**src/rtl/serial_addsub_if.sv**
```systemverilog
// Operand/result handshake bundle for serial_addsub: operands in via in_valid/in_ready,
// result out via out_valid/out_ready; result fields are held while out_valid is high.
interface serial_addsub_if #(
    parameter int WIDTH = 16
);
    logic             in_valid;
    logic             in_ready;
    logic [WIDTH-1:0] a;
    logic [WIDTH-1:0] b;
    logic             sub;
    logic             cin;
    logic             out_valid;
    logic             out_ready;
    logic [WIDTH-1:0] sum;
    logic             cout;
    logic             ovf;

    modport master (
        output in_valid, a, b, sub, cin, out_ready,
        input  in_ready, out_valid, sum, cout, ovf
    );

    modport slave (
        input  in_valid, a, b, sub, cin, out_ready,
        output in_ready, out_valid, sum, cout, ovf
    );
endinterface

```
**src/rtl/serial_addsub.sv**
```systemverilog
// Multi-cycle add/sub, CHUNK bits per clock LSB first; result valid WIDTH/CHUNK cycles after accept.
// Result is held in DONE until out_ready; no new operands are taken until the result is consumed.
module serial_addsub #(
    parameter int WIDTH = 16,
    parameter int CHUNK = 4
) (
    input  logic           clk,
    input  logic           reset,
    serial_addsub_if.slave bus
);
    localparam int NCH = WIDTH / CHUNK;
    localparam int CW  = (NCH > 1) ? $clog2(NCH) : 1;

    typedef enum logic [1:0] {
        IDLE = 2'd0,
        RUN  = 2'd1,
        DONE = 2'd2
    } state_t;

    state_t           r_state;
    state_t           w_state_nxt;
    logic [CW-1:0]    r_cnt;
    logic             r_carry;
    logic [WIDTH-1:0] r_a;
    logic [WIDTH-1:0] r_b;
    logic [WIDTH-1:0] r_sum;
    logic             r_cout;
    logic             r_ovf;

    logic             w_accept;
    logic             w_step;
    logic             w_last;
    logic [CHUNK-1:0] w_a_chunk;
    logic [CHUNK-1:0] w_b_chunk;
    logic [CHUNK:0]   w_add;
    logic [WIDTH-1:0] w_sum_nxt;
    logic             w_ovf_nxt;

    // r_b already holds ~b in subtract mode, so the datapath only ever adds.
    always_comb begin
        w_a_chunk = '0;
        w_b_chunk = '0;
        for (int k = 0; k < NCH; k++) begin
            if (r_cnt == CW'(k)) begin
                w_a_chunk = r_a[k*CHUNK +: CHUNK];
                w_b_chunk = r_b[k*CHUNK +: CHUNK];
            end
        end
    end

    assign w_add  = {1'b0, w_a_chunk} + {1'b0, w_b_chunk} + {{CHUNK{1'b0}}, r_carry};
    assign w_last = (r_cnt == CW'(NCH - 1));

    always_comb begin
        w_sum_nxt = r_sum;
        for (int k = 0; k < NCH; k++) begin
            if (r_cnt == CW'(k)) begin
                w_sum_nxt[k*CHUNK +: CHUNK] = w_add[CHUNK-1:0];
            end
        end
    end

    // Signed overflow: operands agree in sign but the result's sign differs.
    assign w_ovf_nxt = (r_a[WIDTH-1] == r_b[WIDTH-1]) && (w_add[CHUNK-1] != r_a[WIDTH-1]);

    always_ff @(posedge clk or posedge reset) begin
        if (reset) begin
            r_state <= IDLE;
        end else begin
            r_state <= w_state_nxt;
        end
    end

    always_comb begin
        w_state_nxt = r_state;
        w_accept    = 1'b0;
        w_step      = 1'b0;
        case (r_state)
            IDLE: begin
                if (bus.in_valid) begin
                    w_accept    = 1'b1;
                    w_state_nxt = RUN;
                end
            end
            RUN: begin
                w_step = 1'b1;
                if (w_last) begin
                    w_state_nxt = DONE;
                end
            end
            DONE: begin
                if (bus.out_ready) begin
                    w_state_nxt = IDLE;
                end
            end
            default: begin
                w_state_nxt = IDLE;
            end
        endcase
    end

    always_ff @(posedge clk or posedge reset) begin
        if (reset) begin
            r_cnt   <= '0;
            r_carry <= 1'b0;
            r_a     <= '0;
            r_b     <= '0;
            r_sum   <= '0;
            r_cout  <= 1'b0;
            r_ovf   <= 1'b0;
        end else if (w_accept) begin
            r_a     <= bus.a;
            r_b     <= bus.sub ? ~bus.b : bus.b;
            r_carry <= bus.sub ? ~bus.cin : bus.cin;
            r_cnt   <= '0;
        end else if (w_step) begin
            r_sum   <= w_sum_nxt;
            r_carry <= w_add[CHUNK];
            r_cnt   <= r_cnt + 1'b1;
            if (w_last) begin
                r_cout <= w_add[CHUNK];
                r_ovf  <= w_ovf_nxt;
            end
        end
    end

    assign bus.in_ready  = (r_state == IDLE);
    assign bus.out_valid = (r_state == DONE);
    assign bus.sum       = r_sum;
    assign bus.cout      = r_cout;
    assign bus.ovf       = r_ovf;
endmodule

```
**src/flat_wrapper.sv**
```systemverilog
// flat-port wrapper written by rule: the top's interface ports become plain ports
module serial_addsub_flat 
#(
    parameter int WIDTH = 16,
    parameter int CHUNK = 4
)
  (clk, reset, bus_in_valid, bus_a, bus_b, bus_sub, bus_cin, bus_out_ready, bus_in_ready, bus_out_valid, bus_sum, bus_cout, bus_ovf);
  serial_addsub_if #(.WIDTH(WIDTH)) bus_i ();
  input  logic clk;
  input  logic reset;
  input wire logic [$bits(bus_i.in_valid)-1:0] bus_in_valid;
  input wire logic [$bits(bus_i.a)-1:0] bus_a;
  input wire logic [$bits(bus_i.b)-1:0] bus_b;
  input wire logic [$bits(bus_i.sub)-1:0] bus_sub;
  input wire logic [$bits(bus_i.cin)-1:0] bus_cin;
  input wire logic [$bits(bus_i.out_ready)-1:0] bus_out_ready;
  output wire logic [$bits(bus_i.in_ready)-1:0] bus_in_ready;
  output wire logic [$bits(bus_i.out_valid)-1:0] bus_out_valid;
  output wire logic [$bits(bus_i.sum)-1:0] bus_sum;
  output wire logic [$bits(bus_i.cout)-1:0] bus_cout;
  output wire logic [$bits(bus_i.ovf)-1:0] bus_ovf;
  assign bus_i.in_valid = bus_in_valid;
  assign bus_i.a = bus_a;
  assign bus_i.b = bus_b;
  assign bus_i.sub = bus_sub;
  assign bus_i.cin = bus_cin;
  assign bus_i.out_ready = bus_out_ready;
  assign bus_in_ready = bus_i.in_ready;
  assign bus_out_valid = bus_i.out_valid;
  assign bus_sum = bus_i.sum;
  assign bus_cout = bus_i.cout;
  assign bus_ovf = bus_i.ovf;
  serial_addsub #(.WIDTH(WIDTH), .CHUNK(CHUNK)) u_core (.clk(clk), .reset(reset), .bus(bus_i));
endmodule
```
**config.mk**
```make
export PLATFORM = sky130hd
export DESIGN_NAME = serial_addsub_flat
export DESIGN_NICKNAME = d
export VERILOG_FILES = /design/src/rtl/serial_addsub_if.sv /design/src/rtl/serial_addsub.sv /design/src/flat_wrapper.sv
export SDC_FILE = /design/constraint.sdc
export NUM_CORES = 1
export LEC_CHECK = 0
export ABC_AREA = 1
export BUFFER_PORTS_ARGS = -buffer_cell sky130_fd_sc_hd__buf_2
export CAP_MARGIN = 15
export CORE_MARGIN = 2
export CORE_UTILIZATION = 49
export DETAILED_ROUTE_END_ITERATION = 7
export GPL_TIMING_DRIVEN = 0
export PLACE_DENSITY = 0.82
export SKIP_CTS_REPAIR_TIMING = 1
export SYNTH_ARGS = -nofsm -noshare
export SYNTH_HDL_FRONTEND = slang
export SYNTH_SLANG_ARGS = --single-unit
```
**constraint.sdc**
```tcl
create_clock -name clk -period 2.76 [get_ports clk]
set_input_delay 0.276 -clock clk [delete_from_list [all_inputs] [get_ports clk]]
set_output_delay 0.276 -clock clk [all_outputs]
set_load 0.05 [all_outputs]
```
# Yosys cells after proc, flatten, opt, wreduce, memory -nomap -nowiden

Index checks and enable logic that the tools add are counted.

Bits of input ports: 38
Output and inout port bits: 20
Flip-flop bits (word level): 55

Add/sub/neg operators: 3
Reduce and logical (&&, ||, !) cells: 9
Bitwise gates (word level): 3
Muxes and demuxes: 21
Equality and inequality tests: 10

Operator list:

| operator              | number |
|---|---|
| $mux W4               | 8 |
| $mux W16              | 1 |
| $not A16 Y16          | 1 |
| $reduce_and A3 Y1     | 5 |
| $mux W2               | 5 |
| $eq A2 B2 Y1 const B  | 3 |
| $mux W1               | 6 |
| $pmux W2 S3           | 1 |
| $add A4 B4 Y5         | 1 |
| $add A5 B1 Y5         | 1 |
| $eq A2 B1 Y1 const B  | 2 |
| $logic_not A2 Y1      | 2 |
| $ne A2 B2 Y1 const B  | 2 |
| $add A2 B1 Y2 const B | 1 |
| $ne A2 B1 Y1 const B  | 1 |
| $not A1 Y1            | 2 |
| $reduce_bool A2 Y1    | 1 |
| $eq A1 B1 Y1          | 1 |
| $logic_and A1 B1 Y1   | 1 |
| $ne A1 B1 Y1          | 1 |

# Depth between registers and ports, before layout

Depth in word-level cells: 9
Depth in mapped cells: 16
Depth with buffers taken out: 16

# Worst setup path before layout

No wires, ideal clock.

Path type: reg-to-reg
Start: register u_core.r_cnt[1]
End: register u_core.r_sum[2], in the netlist u_core.bus.sum[2]
Slack: 141 ps
Clock period less this slack: 2619 ps
Cell stages (with the launch flop): 13
Buffers on the path: 0
Data arrival time: 2494 ps
Data required time: 2635 ps
Setup time: 125 ps
Cell sequence: dfrtp_1 -> inv_1 -> ha_1 -> inv_2 -> nand2_2 -> nor2_1 -> a21oi_1 -> o21ai_0 -> o21ai_0 -> fa_1 -> fa_1 -> xnor2_1 -> mux2_4

Cells in the longest elaborated chain, start to end: 7
Elaborated cells between the ends (all ways): 15

Ends and longest elaborated chain:

| element                | line                                     | RTL |
|---|---|---|
| start, declared        | serial_addsub.sv:22                      | `logic [CW-1:0] r_cnt;` |
| start signal, assigned | serial_addsub.sv:119                     | `r_cnt <= r_cnt + 1'b1;` |
| $logic_not A2 Y1       | serial_addsub.sv:44, serial_addsub.sv:57 |  |
| $mux W4 (4 in series)  | serial_addsub.sv:44                      | `if (r_cnt == CW'(k)) begin` |
| $add A4 B4 Y5          | serial_addsub.sv:51                      | `assign w_add = {1'b0, w_a_chunk} + {1'b0, w_b_chunk} + {{CHUNK{1'b0}}, r_carry};` |
| $add A5 B1 Y5          | serial_addsub.sv:51                      |  |
| end signal, assigned   | serial_addsub.sv:117                     | `r_sum <= w_sum_nxt;` |
| end, declared          | serial_addsub.sv:26                      | `logic [WIDTH-1:0] r_sum;` |

Several ways; a longest one is shown, not always the timed one.
A chain may end at the register's enable or synchronous reset.

# Worst setup path in the final report

Start: register u_core.r_cnt[0]
End: register u_core.r_sum[2], in the netlist u_core.bus.sum[2]

Same word-level chain as after synthesis.

==> impl_metrics.json <==
{
  "maxSlewViolCount": 0,
  "startpoint_type": "register",
  "cts_buffers": 5,
  "hold_path_class": "primary input to register",
  "avgSynthCellArea_sq_um": 9.03,
  "grt_max_degree": 44,
  "grt_pass1_vias": 2192,
  "clk_latency_ns": 0.30,
  "die_width_um": 79.5,
  "io_buffer_count": 56,
  "fill_cells": 485,
  "ys_seq_elements": 55,
  "pwr-share-comb": 0.618,
  "vias": 2252,
  "setup_violations": 0,
  "whs_ns": 0.145,
  "syn_nets": 356,
  "first_pass_iters": 4,
  "dpl_cell_area_sq_um": 3180,
  "p_seq_frac": 0.293,
  "grt_first_pass_wirelength_um": 9910,
  "grt.total_usage": 0.202,
  "period_needed_ns": 2.70,
  "final_common_cell": "nand2_1",
  "dp.cells": 438,
  "p_per_area_nw_per_um2": 1430,
  "cts.htree.levels": 2,
  "synth_area_sq_um": 2790,
  "row_count": 27,
  "clock_power_share": 0.089,
  "worstPathArrival_ns": 2.89,
  "power.internal_mw": 2.37,
  "synth.area.top_cells": "dfrtp_1 49%, nand2_1 13%, xnor2_1 5.3%, o21ai_1 4.3%, o21ai_2 3.5%",
  "skew_ns": 0.00572,
  "instances_no_fill": 449,
  "grt_overflow": 0,
  "p_leak_nw": 1.71,
  "drt_wl_total_um": 5860,
  "yosysWarnings": 0,
  "finalHoldViolCount": 0,
  "synth_top_area_cell": "dfrtp_1",
  "synth-seq-area-share": 0.493,
  "routabilityCongestion": 0.864,
  "switchingPower_mw": 2.39,
  "path_class": "register to register",
  "ios": 58,
  "slew_headroom": 0.724,
  "p_total_mw": 4.77,
  "clkSinkCount": 55,
  "period_share": 0.979,
  "cp.required_ns": 2.95,
  "syn2layout_area_growth_pct": 19.8,
  "yosys.area.top_type_share": 0.493,
  "final_cell_mix": "93 x nand2_1, 57 x buf_2, 55 x dfrtp_1",
  "antenna_left": 0,
  "peakVddDrop_uv": 816,
  "cts_root_buffer": "clkbuf_8",
  "syn_inst": 309,
  "layout.nets": 423,
  "dp.final_hpwl_um": 4400,
  "cts.reportedPaths.clkPinSlew_ns": 0.09,
  "crit_path_end_kind": "register",
  "start_util": 0.507,
  "outcome": "finished, final reports clean",
  "die_area_sq_um": 6320,
  "ys_types": 29,
  "post_drt_wl_per_cell_um": 13.0,
  "core_sq_um": 5510,
  "via_per_inst": 5.02,
  "antenna_found_initial": 0,
  "cts_tree": "built",
  "switching_share": 0.502,
  "final_area_sq_um": 3340,
  "drt_iter0_markers": 132,
  "drcViolationCount": 0,
  "antenna_cells": 0,
  "drv_cap": 0,
  "fmax_mhz": 370,
  "drive_gt1_frac": 0.297,
  "tightest_slew_ns": 0.413,
  "die_h_um": 79.5,
  "worstPathMaxFanout": 8,
  "fin_tns_setup_ns": 0,
  "clockBufferDepth": 2
}
path summary, 6_finish.rpt:
check	to	startpoint	depth (start not counted)	slack, ns
setup / recovery	u_core.bus.sum[2]	u_core.r_cnt[0]	8	0.06
hold / removal	u_core.r_state[1]	bus_out_ready	2	0.14
setup reg to reg	u_core.bus.sum[2]	u_core.r_cnt[0]	8	0.06
hold reg to reg	u_core.bus.cout	u_core.bus.cout	2	0.47
max in group asynchronous	u_core.r_cnt[1]	reset	4	1.78
min in group asynchronous	u_core.r_a[4]	reset	3	0.46
cell type report:
| class | count | area, sq um | area share |
|---|---|---|---|
| tap | 72 | 90.1 | 0.0269 |
| clock inverter | 1 | 5.00 | 0.00150 |
| inverter | 34 | 140 | 0.0419 |
| timing repair buffer | 60 | 325 | 0.0973 |
| multi-input combinational | 210 | 1250 | 0.374 |
| sequential | 55 | 1380 | 0.412 |
| buffer | 10 | 81.3 | 0.0243 |
| clock buffer | 7 | 76.3 | 0.0228 |
power groups by stage:
| stage | clock, mW | sequential (mW) | combinational, mW |
|---|---|---|---|
| final | 0.422 | 1.40 | 2.95 |
| after global routing | 0.472 | 1.44 | 3.24 |
| after CTS | 0.434 | 1.39 | 2.78 |
| after detailed placement | 0 | 1.40 | 2.77 |
| after global placement | 0 | 1.39 | 2.67 |
| after floorplan | 0 | 1.78 | 1.75 |
through the flow:
step	setup WS (ns)	util
after floorplan	0.141	-
after global placement	-0.215	0.574
after detailed placement	-0.283	0.578
after CTS	-0.327	0.593
after global routing	-0.0125	0.607
final	0.0571	0.607
layer usage:
layer  vias to the layer above  global-route usage  routed length [um]
li1                       1118                   -                   -
met1                      1060               0.265                2560
met2                        68               0.346                2910
met3                         6              0.0407                 339
met4                         0              0.0414                  50
met5                         -                   0                   0
worst max-delay path: stages, from the launching register on:
cell     delay, ns
dfrtp_1       0.46
buf_4         0.17
ha_1          0.21
inv_1         0.32
o21ai_1       0.19
fa_2          0.41
fa_2          0.38
xnor2_2       0.18
mux2_4        0.28
synthesized netlist by cell type, drive strengths merged:
| library cell | n |
|---|---|
| nand2 | 96 |
| a22oi | 3 |
| clkbuf | 1 |
| nand3 | 6 |
| xor2 | 1 |
| xnor2 | 17 |
| o22ai | 3 |
| inv | 34 |
| o21ai | 48 |
| o31ai | 1 |
| o211ai | 2 |
| ha | 7 |
| nor2 | 8 |
| dfrtp | 55 |
| fa | 2 |
| a21oi | 15 |
| mux2 | 1 |
| buf | 9 |
flip-flops by register name (all words and copies together), names as in the netlist:
register and count:
u_core.r_b 16, u_core.r_a 16, u_core.r_state 2, u_core.bus.ovf 1, u_core.bus.sum 16, u_core.r_cnt 2, u_core.bus.cout 1, u_core.r_carry 1
logic make-up after synthesis:
| logic type | count (synthesis) | share of synthesized area |
|---|---|---|
| buf+inv | 44 | 0.0762 |
| simple gates | 110 | 0.171 |
| fa+ha+maj | 9 | 0.0457 |
| xor+xnor | 18 | 0.0565 |
| mux | 1 | 0.00538 |
| compound gates | 72 | 0.152 |
| flops | 55 | 0.493 |
Power figures use the tool's default switching activity.
